==> src/rtl/simmem_wdata_tracker.sv <==
`default_nettype none
// ============================================================================
// Module      : simmem_wdata_tracker
// Description : Matches snooped write data beats to write address requests.
//               Early beats are counted, and pending addresses are queued.
// Revision    : 1.0 - initial release
// ============================================================================
module simmem_wdata_tracker #(
    parameter int IidW          = 6,
    parameter int BurstLenW     = 8,
    parameter int AddrDepth     = 8,
    parameter int MaxEarlyBeats = 64
) (
    input  logic                                 clk_i,
    input  logic                                 rst_ni,
    input  logic                                 waddr_valid_i,
    output logic                                 waddr_ready_o,
    input  logic [IidW-1:0]                      waddr_iid_i,
    input  logic [BurstLenW-1:0]                 waddr_burst_len_i,
    input  logic                                 core_waddr_ready_i,
    output logic [BurstLenW-1:0]                 waddr_immediate_cnt_o,
    input  logic                                 wdata_valid_i,
    output logic                                 wdata_ready_o,
    output logic                                 beat_valid_o,
    output logic [IidW-1:0]                      beat_iid_o,
    output logic                                 burst_done_valid_o,
    output logic [IidW-1:0]                      burst_done_iid_o,
    output logic [$clog2(MaxEarlyBeats+1)-1:0]   early_cnt_o,
    output logic [$clog2(AddrDepth+1)-1:0]       pending_cnt_o
);

    localparam int PtrW = $clog2(AddrDepth);
    localparam int CntW = $clog2(AddrDepth + 1);
    localparam int EW   = $clog2(MaxEarlyBeats + 1);
    localparam int CmpW = (EW > BurstLenW) ? EW : BurstLenW;

    localparam logic [CntW-1:0]      c_depth     = CntW'(AddrDepth);
    localparam logic [EW-1:0]        c_max_early = EW'(MaxEarlyBeats);
    localparam logic [PtrW-1:0]      c_last_ptr  = PtrW'(AddrDepth - 1);
    localparam logic [BurstLenW-1:0] c_one_beat  = BurstLenW'(1);

    logic [IidW-1:0]      r_iid_mem [AddrDepth];
    logic [BurstLenW-1:0] r_rem_mem [AddrDepth];
    logic [PtrW-1:0]      r_rd_ptr;
    logic [PtrW-1:0]      r_wr_ptr;
    logic [CntW-1:0]      r_count;
    logic [EW-1:0]        r_early;

    logic                 w_wa;
    logic                 w_wd;
    logic                 w_nonempty;
    logic                 w_len_zero;
    logic [IidW-1:0]      w_head_iid;
    logic [BurstLenW-1:0] w_head_rem;
    logic [EW-1:0]        w_avail;
    logic [CmpW-1:0]      w_avail_ext;
    logic [CmpW-1:0]      w_len_ext;
    logic                 w_covers;
    logic                 w_push;
    logic [BurstLenW-1:0] w_push_rem;
    logic                 w_pop;
    logic                 w_head_dec;
    logic [EW-1:0]        w_early_nxt;

    function automatic logic [PtrW-1:0] ptr_inc(input logic [PtrW-1:0] p);
        return (p == c_last_ptr) ? '0 : p + PtrW'(1);
    endfunction

    // Ready depends only on registered state so no combinational loop
    // through the requester is possible.
    assign waddr_ready_o = core_waddr_ready_i & (r_count < c_depth);
    assign wdata_ready_o = (r_count != '0) | (r_early < c_max_early);

    assign w_wa        = waddr_valid_i & waddr_ready_o;
    assign w_wd        = wdata_valid_i & wdata_ready_o;
    assign w_nonempty  = (r_count != '0);
    assign w_len_zero  = (waddr_burst_len_i == '0);
    assign w_head_iid  = r_iid_mem[r_rd_ptr];
    assign w_head_rem  = r_rem_mem[r_rd_ptr];
    assign w_avail     = r_early + EW'(w_wd);
    assign w_avail_ext = CmpW'(w_avail);
    assign w_len_ext   = CmpW'(waddr_burst_len_i);
    assign w_covers    = (w_avail_ext >= w_len_ext);

    assign early_cnt_o   = r_early;
    assign pending_cnt_o = r_count;

    always_comb begin
        w_push                = 1'b0;
        w_push_rem            = waddr_burst_len_i;
        w_pop                 = 1'b0;
        w_head_dec            = 1'b0;
        w_early_nxt           = r_early;
        beat_valid_o          = 1'b0;
        beat_iid_o            = '0;
        burst_done_valid_o    = 1'b0;
        burst_done_iid_o      = '0;
        waddr_immediate_cnt_o = '0;

        if (w_nonempty) begin
            if (w_wd) begin
                beat_valid_o = 1'b1;
                beat_iid_o   = w_head_iid;
                if (w_head_rem == c_one_beat) begin
                    w_pop              = 1'b1;
                    burst_done_valid_o = 1'b1;
                    burst_done_iid_o   = w_head_iid;
                end else begin
                    w_head_dec = 1'b1;
                end
            end
            if (w_wa && !w_len_zero) begin
                w_push = 1'b1;
            end
        end else begin
            w_early_nxt = w_avail;
            if (w_wa && !w_len_zero) begin
                if (w_covers) begin
                    waddr_immediate_cnt_o = waddr_burst_len_i;
                    burst_done_valid_o    = 1'b1;
                    burst_done_iid_o      = waddr_iid_i;
                    w_early_nxt           = EW'(w_avail_ext - w_len_ext);
                end else begin
                    waddr_immediate_cnt_o = BurstLenW'(w_avail_ext);
                    w_push                = 1'b1;
                    w_push_rem            = BurstLenW'(w_len_ext - w_avail_ext);
                    w_early_nxt           = '0;
                end
            end
        end
    end

    always_ff @(posedge clk_i or negedge rst_ni) begin
        if (!rst_ni) begin
            r_rd_ptr <= '0;
            r_wr_ptr <= '0;
            r_count  <= '0;
            r_early  <= '0;
        end else begin
            if (w_pop) begin
                r_rd_ptr <= ptr_inc(r_rd_ptr);
            end
            if (w_push) begin
                r_wr_ptr <= ptr_inc(r_wr_ptr);
            end
            r_count <= r_count + CntW'(w_push) - CntW'(w_pop);
            r_early <= w_early_nxt;
        end
    end

    // Storage needs no reset: entries are only read while counted as valid.
    always_ff @(posedge clk_i) begin
        if (w_push) begin
            r_iid_mem[r_wr_ptr] <= waddr_iid_i;
            r_rem_mem[r_wr_ptr] <= w_push_rem;
        end
        if (w_head_dec) begin
            r_rem_mem[r_rd_ptr] <= w_head_rem - c_one_beat;
        end
    end

    a_len_nonzero: assert property (@(posedge clk_i) disable iff (!rst_ni)
        w_wa |-> !w_len_zero);

endmodule
`default_nettype wire

==> config.mk <==
export PLATFORM = sky130hd
export DESIGN_NAME = simmem_wdata_tracker
export DESIGN_NICKNAME = d
export VERILOG_FILES = /design/src/rtl/simmem_wdata_tracker.sv
export SDC_FILE = /design/constraint.sdc
export NUM_CORES = 1
export LEC_CHECK = 0
export ABC_CLOCK_PERIOD_IN_PS = 6400
export CAP_MARGIN = 0
export CORE_MARGIN = 8
export CORE_UTILIZATION = 47
export DETAILED_ROUTE_END_ITERATION = 10
export PLACE_DENSITY = 0.66
export RECOVER_POWER = 25
export SETUP_SLACK_MARGIN = 0.05
export SYNTH_ARGS = -nofsm -noshare
export SYNTH_HDL_FRONTEND = slang
export SYNTH_SLANG_ARGS = --single-unit
==> constraint.sdc <==
create_clock -name clk_i -period 6.4 [get_ports clk_i]
set_input_delay 0.64 -clock clk_i [delete_from_list [all_inputs] [get_ports clk_i]]
set_output_delay 0.64 -clock clk_i [all_outputs]
set_load 0.02 [all_outputs]
# == Word-level counts from Yosys, hierarchy flattened ==
# Memories as Yosys holds them, arrays and structs flattened.
# Cells that the tools add are included.
# Widths: inputs -> output; s select.
# totals
inputBits,19
output_inout_bits,35
register_bits,17
wordCells,64
mem_count,2
ramBits,112
# mem_list
name,words,word_bits,rd,rd_clocked_by_memory_dff,wr,line,source
r_rem_mem,8,8,1,0,2,43,logic [BurstLenW-1:0] r_rem_mem [AddrDepth];
r_iid_mem,8,6,1,0,1,42,logic [IidW-1:0] r_iid_mem [AddrDepth];
# classes
magnitude_cmp,3
addsub,8
n_mux,36
bitwise_logic,4
n_eq_ne,3
reduce_logical,4
# ops
cell,count
$mux 8,6
$mux 6,7
$mux 1,19
$mux 7,2
$eq 8x1->1 const B,1
$ge 7x8->1,1
$logic_not 8->1,1
$sub 8x1->8 const B,1
$sub 8x7->8,1
$add 7x1->7,1
$lt 7x7->1 const B,1
$sub 7x7->7,1
$add 3x1->3 const B,2
$eq 3x3->1 const B,2
$mux 3,2
$add 4x1->4,1
$lt 4x4->1 const B,1
$reduce_bool 4->1,1
$sub 4x1->4,1
$and 1x1->1,3
$logic_and 1x1->1,1
$logic_not 1->1,1
$or 1x1->1,1

# == Longest topological paths before layout ==
# logic_depth
ltp_word,10
mapped_depth,24
ltp_nobuf,22

# == Least setup slack after synthesis ==
# OpenSTA, ideal clock, no wires.
# synth_path
path_kind,reg2out
start,register r_count[2] (netlist: pending_cnt_o[2])
end,output port waddr_immediate_cnt_o[0]
required_time_ns,5.760
arrival_time_ns,4.514
stages_incl_launch_ff,21
path_slack_ns,1.246
path_cell_list,dfrtp_1 -> inv_1 -> ha_1 -> and2_1 -> clkbuf_1 -> nand2_1 -> and2_1 -> ha_1 -> ha_1 -> nand3_1 -> xor2_1 -> inv_1 -> ha_1 -> clkbuf_1 -> and2_1 -> a221o_1 -> o21a_1 -> nor4_1 -> clkbuf_1 -> nand2_1 -> o21ai_0
# synth_via
elab_chain_cells,8
elab_cells_between_ends,12
cone_classes,add/sub (1); order compare (2); mux (3); bitwise (4); reduce/logical (2)
# synth_lines
item,line,source
from (decl),46,logic [CntW-1:0] r_count;
from (signal assigned),146,r_count <= r_count + CntW'(w_push) - CntW'(w_pop);
$reduce_bool 4->1 (*),72,assign wdata_ready_o = (r_count != '0) | (r_early < c_max_early);
$or 1x1->1 (*),72,
via wdata_ready_o,23,"output logic wdata_ready_o,"
$and 1x1->1 (*),75,assign w_wd = wdata_valid_i & wdata_ready_o;
$add 7x1->7 (*),80,assign w_avail = r_early + EW'(w_wd);
$ge 7x8->1,83,assign w_covers = (w_avail_ext >= w_len_ext);
$mux 8 (*),118,if (w_covers) begin
$mux 8 (*),117,if (w_wa && !w_len_zero) begin
$mux 8 (*),100,if (w_nonempty) begin
to (decl),21,"output logic [BurstLenW-1:0] waddr_immediate_cnt_o,"
# The timed path passes the listed nets; every way through them passes the cells marked *.

# == Worst setup path in the final report ==
# layout_path
start,register r_count[2] (netlist: pending_cnt_o[2])
end,output port waddr_immediate_cnt_o[4]
# layout_via
elab_chain_cells,8
elab_cells_between_ends,12
cone_classes,add/sub (1); order compare (2); mux (3); bitwise (4); reduce/logical (2)
# layout_lines
item,line
$reduce_bool 4->1,"72, 76"
$or 1x1->1,72
$and 1x1->1,75
$add 7x1->7,80
$ge 7x8->1,83
$mux 8,118
$mux 8,117
$mux 8 (*),100
# Mark *: on every way between the ends. The rest lies on a longest branch, timed or not.

==> results.cfg <==
[floorplanning]
die_x_um = 140.2
die_area_um2 = 19650
die_height_um = 140.2
io_pins = 54
core_area_um2 = 15150
initial_core_util_pct = 47.86
row_count = 45

[layout]
area_growth_pct = 18.37
drive_gt1_share_pct = 12.58
multiInputGateArea_um2 = 3236
fin_util_pct = 56.65
seqCellArea_um2 = 3789
fillers = 1214
fin_nets = 694
insertedDiodeCount = 0

[grt]
grt_pass1_vias = 5275
antenna_found_initial = 0
track_usage_pct = 19.73
overflow = 0
grt_pass1_wl_mm = 29.62
grt_max_degree = 42

[worst_setup_path]
reg2reg_to = r_rem_mem[3][1]
r2r_start = pending_cnt_o[2]
max_stage_delay_ps = 650
crit_arrival_ps = 5290
end_kind = output pin
worstPathRequired_ps = 5760
start_kind = flip-flop
r2r_slack_ps = 960
cpMostUsedCell = ha_1
crit_chain = inv_1, ha_1, and2_1, nand2_1, and2_1, ha_1, ha_1, nand3_1, xor2_1, inv_1, ha_1, and2_1, a221o_1, o21a_1, nor4_2, buf_4, nand2_1, o21ai_0, clkdlybuf4s50_1
reg2reg_depth = 17
path_class = reg2out
cp_max_fo = 11
slowest_stage = clkdlybuf4s50_1

[pwr]
power_density_nw_per_um2 = 411.0
p_leak_nw = 3.042
power_mw = 3.526
irDropWorstVdd_v = 0.0002117

[yosys]
synthTopCellsByCount = 112 x edfxtp_1, 76 x mux2i_1, 38 x nor2_1
synth.top_cell.area_share_pct = 46.40
ys_seq_area_share_pct = 52.27
synth_compound_area_share_pct = 9.736
synthXorXnorAreaFrac_pct = 2.417
async_flop_share_pct = 13.18
syn_nets = 644
yosysTopAreaCell = edfxtp_1
synth_fa_ha_area_share_pct = 5.144
synthSimpleGateAreaFrac_pct = 10.82
synth_top_family_by_area = multiplexers
ys.warnings.count = 0
avgSynthCellArea_um2 = 12.14
synth_seq_cells = 129
syn_area_um2 = 7248
netlist_instances = 597
synth_mux_area_share_pct = 15.26
ys_types = 63
synth_edf_count = 112
synth.area.top_cells = edfxtp_1 46%, mux2i_1 10%, dfrtp_1 5.9%
synth_flop_cell = edfxtp_1
yosysMostFrequentCell = edfxtp_1

[hold_path]
hp-start = early_cnt_o[5]
whs_endpoint = early_cnt_o[5]
hp-class = reg2reg
hold_depth = 2

[clock_network]
clock_sinks = 129
postCtsHoldBufs = 0
cts_made_buffers = 17
cts_buffer_depth = 2
root_buffer = clkbuf_16
ctsResizeCount = 0
clk_latency_ps = 420
cts_setup_buffers = 0
htree_levels = 4
cts_tree = built
clk_pin_slew_ps = 60

[drt]
viasPerCell = 6.026
num_vias = 5110
drc_errors = 0
drt_first_pass_iters = 5
detail_route.iter0.violations = 444
routed_wl_mm = 18.74
detail-route-antenna-nets = 0
wl_per_cell_um = 22.10

[timing]
worstMarginPinSlew_ps = 1053
drv_slew = 0
hold_viol_final = 0
hold_ws_ps = 573.5
slew_headroom_pct = 29.29
skew_ps = 6.692
setup_viol = 0
rsz0062_at_grt = no
fin_crit_sh_pct = 92.71
setup_slack_ps = 466.7
fin_crit_ps = 5933
fmax_mhz = 168.5
fin_setup_tns_ps = 0

[placement]
place_ws_ps = 796.4
place_congestion = 0.8524
hpwl_mm = 12.74
io_buffers = 52

[run]
drv_cap = 0

[status]
status = finished clean
## state kept, by name, indices dropped and copies added (netlist names)
register,cells
pending_cnt_o,4
r_rem_mem,64
r_iid_mem,48
early_cnt_o,7
r_wr_ptr,3
r_rd_ptr,3
## final cells by class
cell class	count	area share [%]
timing repair buffer	65	7.204
sequential	129	44.16
clock buffer	17	4.958
clock inverter	15	1.735
multi-input combinational	400	37.71
tap	188	2.742
inverter	34	1.488
## cells by family (layout without fill, tap and decap cells)
group,after synthesis,in the layout
adders and majority gates,28,28
DFF,129,129
AOI/OAI and AO/OA,101,101
muxes,99,99
xor gates and xnor gates,20,20
buffers and inverters,68,131
other,1,1
and+or+nand+nor,151,151
## power by group
group / internal (mW) / switching, mW
sequential: 1.06 / 0.0905
clock: 0.545 / 0.395
combinational: 0.554 / 0.885
## placed cells by master (no fill, tap or decap), types with 6 or more instances in the layout
cell	n
nand2_1	37
or2_1	6
inv_6	6
a22oi_1	7
dfrtp_1	17
xnor2_1	16
o21ai_0	23
mux2_2	14
edfxtp_1	112
nor2_1	38
clkbuf_16	17
a221oi_1	11
inv_1	33
ha_1	25
clkdlybuf4s50_1	37
a21oi_1	16
nor3_1	12
and2_1	6
nor4_4	6
mux2i_1	76
dlygate4sd3_1	15
nor2b_1	8
nand3_1	8
mux4_2	7
a22o_1	7
buf_4	13
## routing by layer
metal / GRT usage, % / share of wire (%) / vias up
li1: - / - / 2356
met1: 25.74 / 44 / 2540
met2: 31.82 / 48 / 192
met3: 4.825 / 6.2 / 22
met4: 6.000 / 1.2 / 0
met5: 0 / 0 / -
## critical path, delay by kind of cell (launching register included)
family / cells / cell delay [ps]
AND/OR/NAND/NOR: 7 / 1300
AO/OA/AOI/OAI: 3 / 690
flip-flops: 1 / 380
XOR/XNOR: 1 / 360
adder cells (fa/ha/maj): 4 / 1010
buffers and inverters: 4 / 1130
## per-stage QoR
stage / cell area, um2 / std cells
2_1_floorplan: 7248 / 597
3_3_place_gp: 8005 / 816
3_5_place_dp: 8005 / 816
4_1_cts: 8579 / 848
5_1_grt: 8579 / 848
6_report: 8579 / 848
## worst max-delay path by stage
stage,start,slack (ps),endpoint
after CTS,pending_cnt_o[2],480,waddr_immediate_cnt_o[4]
after global routing,pending_cnt_o[1],80,waddr_immediate_cnt_o[3]
final,pending_cnt_o[2],470,waddr_immediate_cnt_o[4]
after global placement,wdata_valid_i,1000,waddr_immediate_cnt_o[4]
after detailed placement,wdata_valid_i,800,waddr_immediate_cnt_o[4]
after floorplan,pending_cnt_o[2],1250,waddr_immediate_cnt_o[0]
No activity file was read; power rests on OpenSTA's default activity.
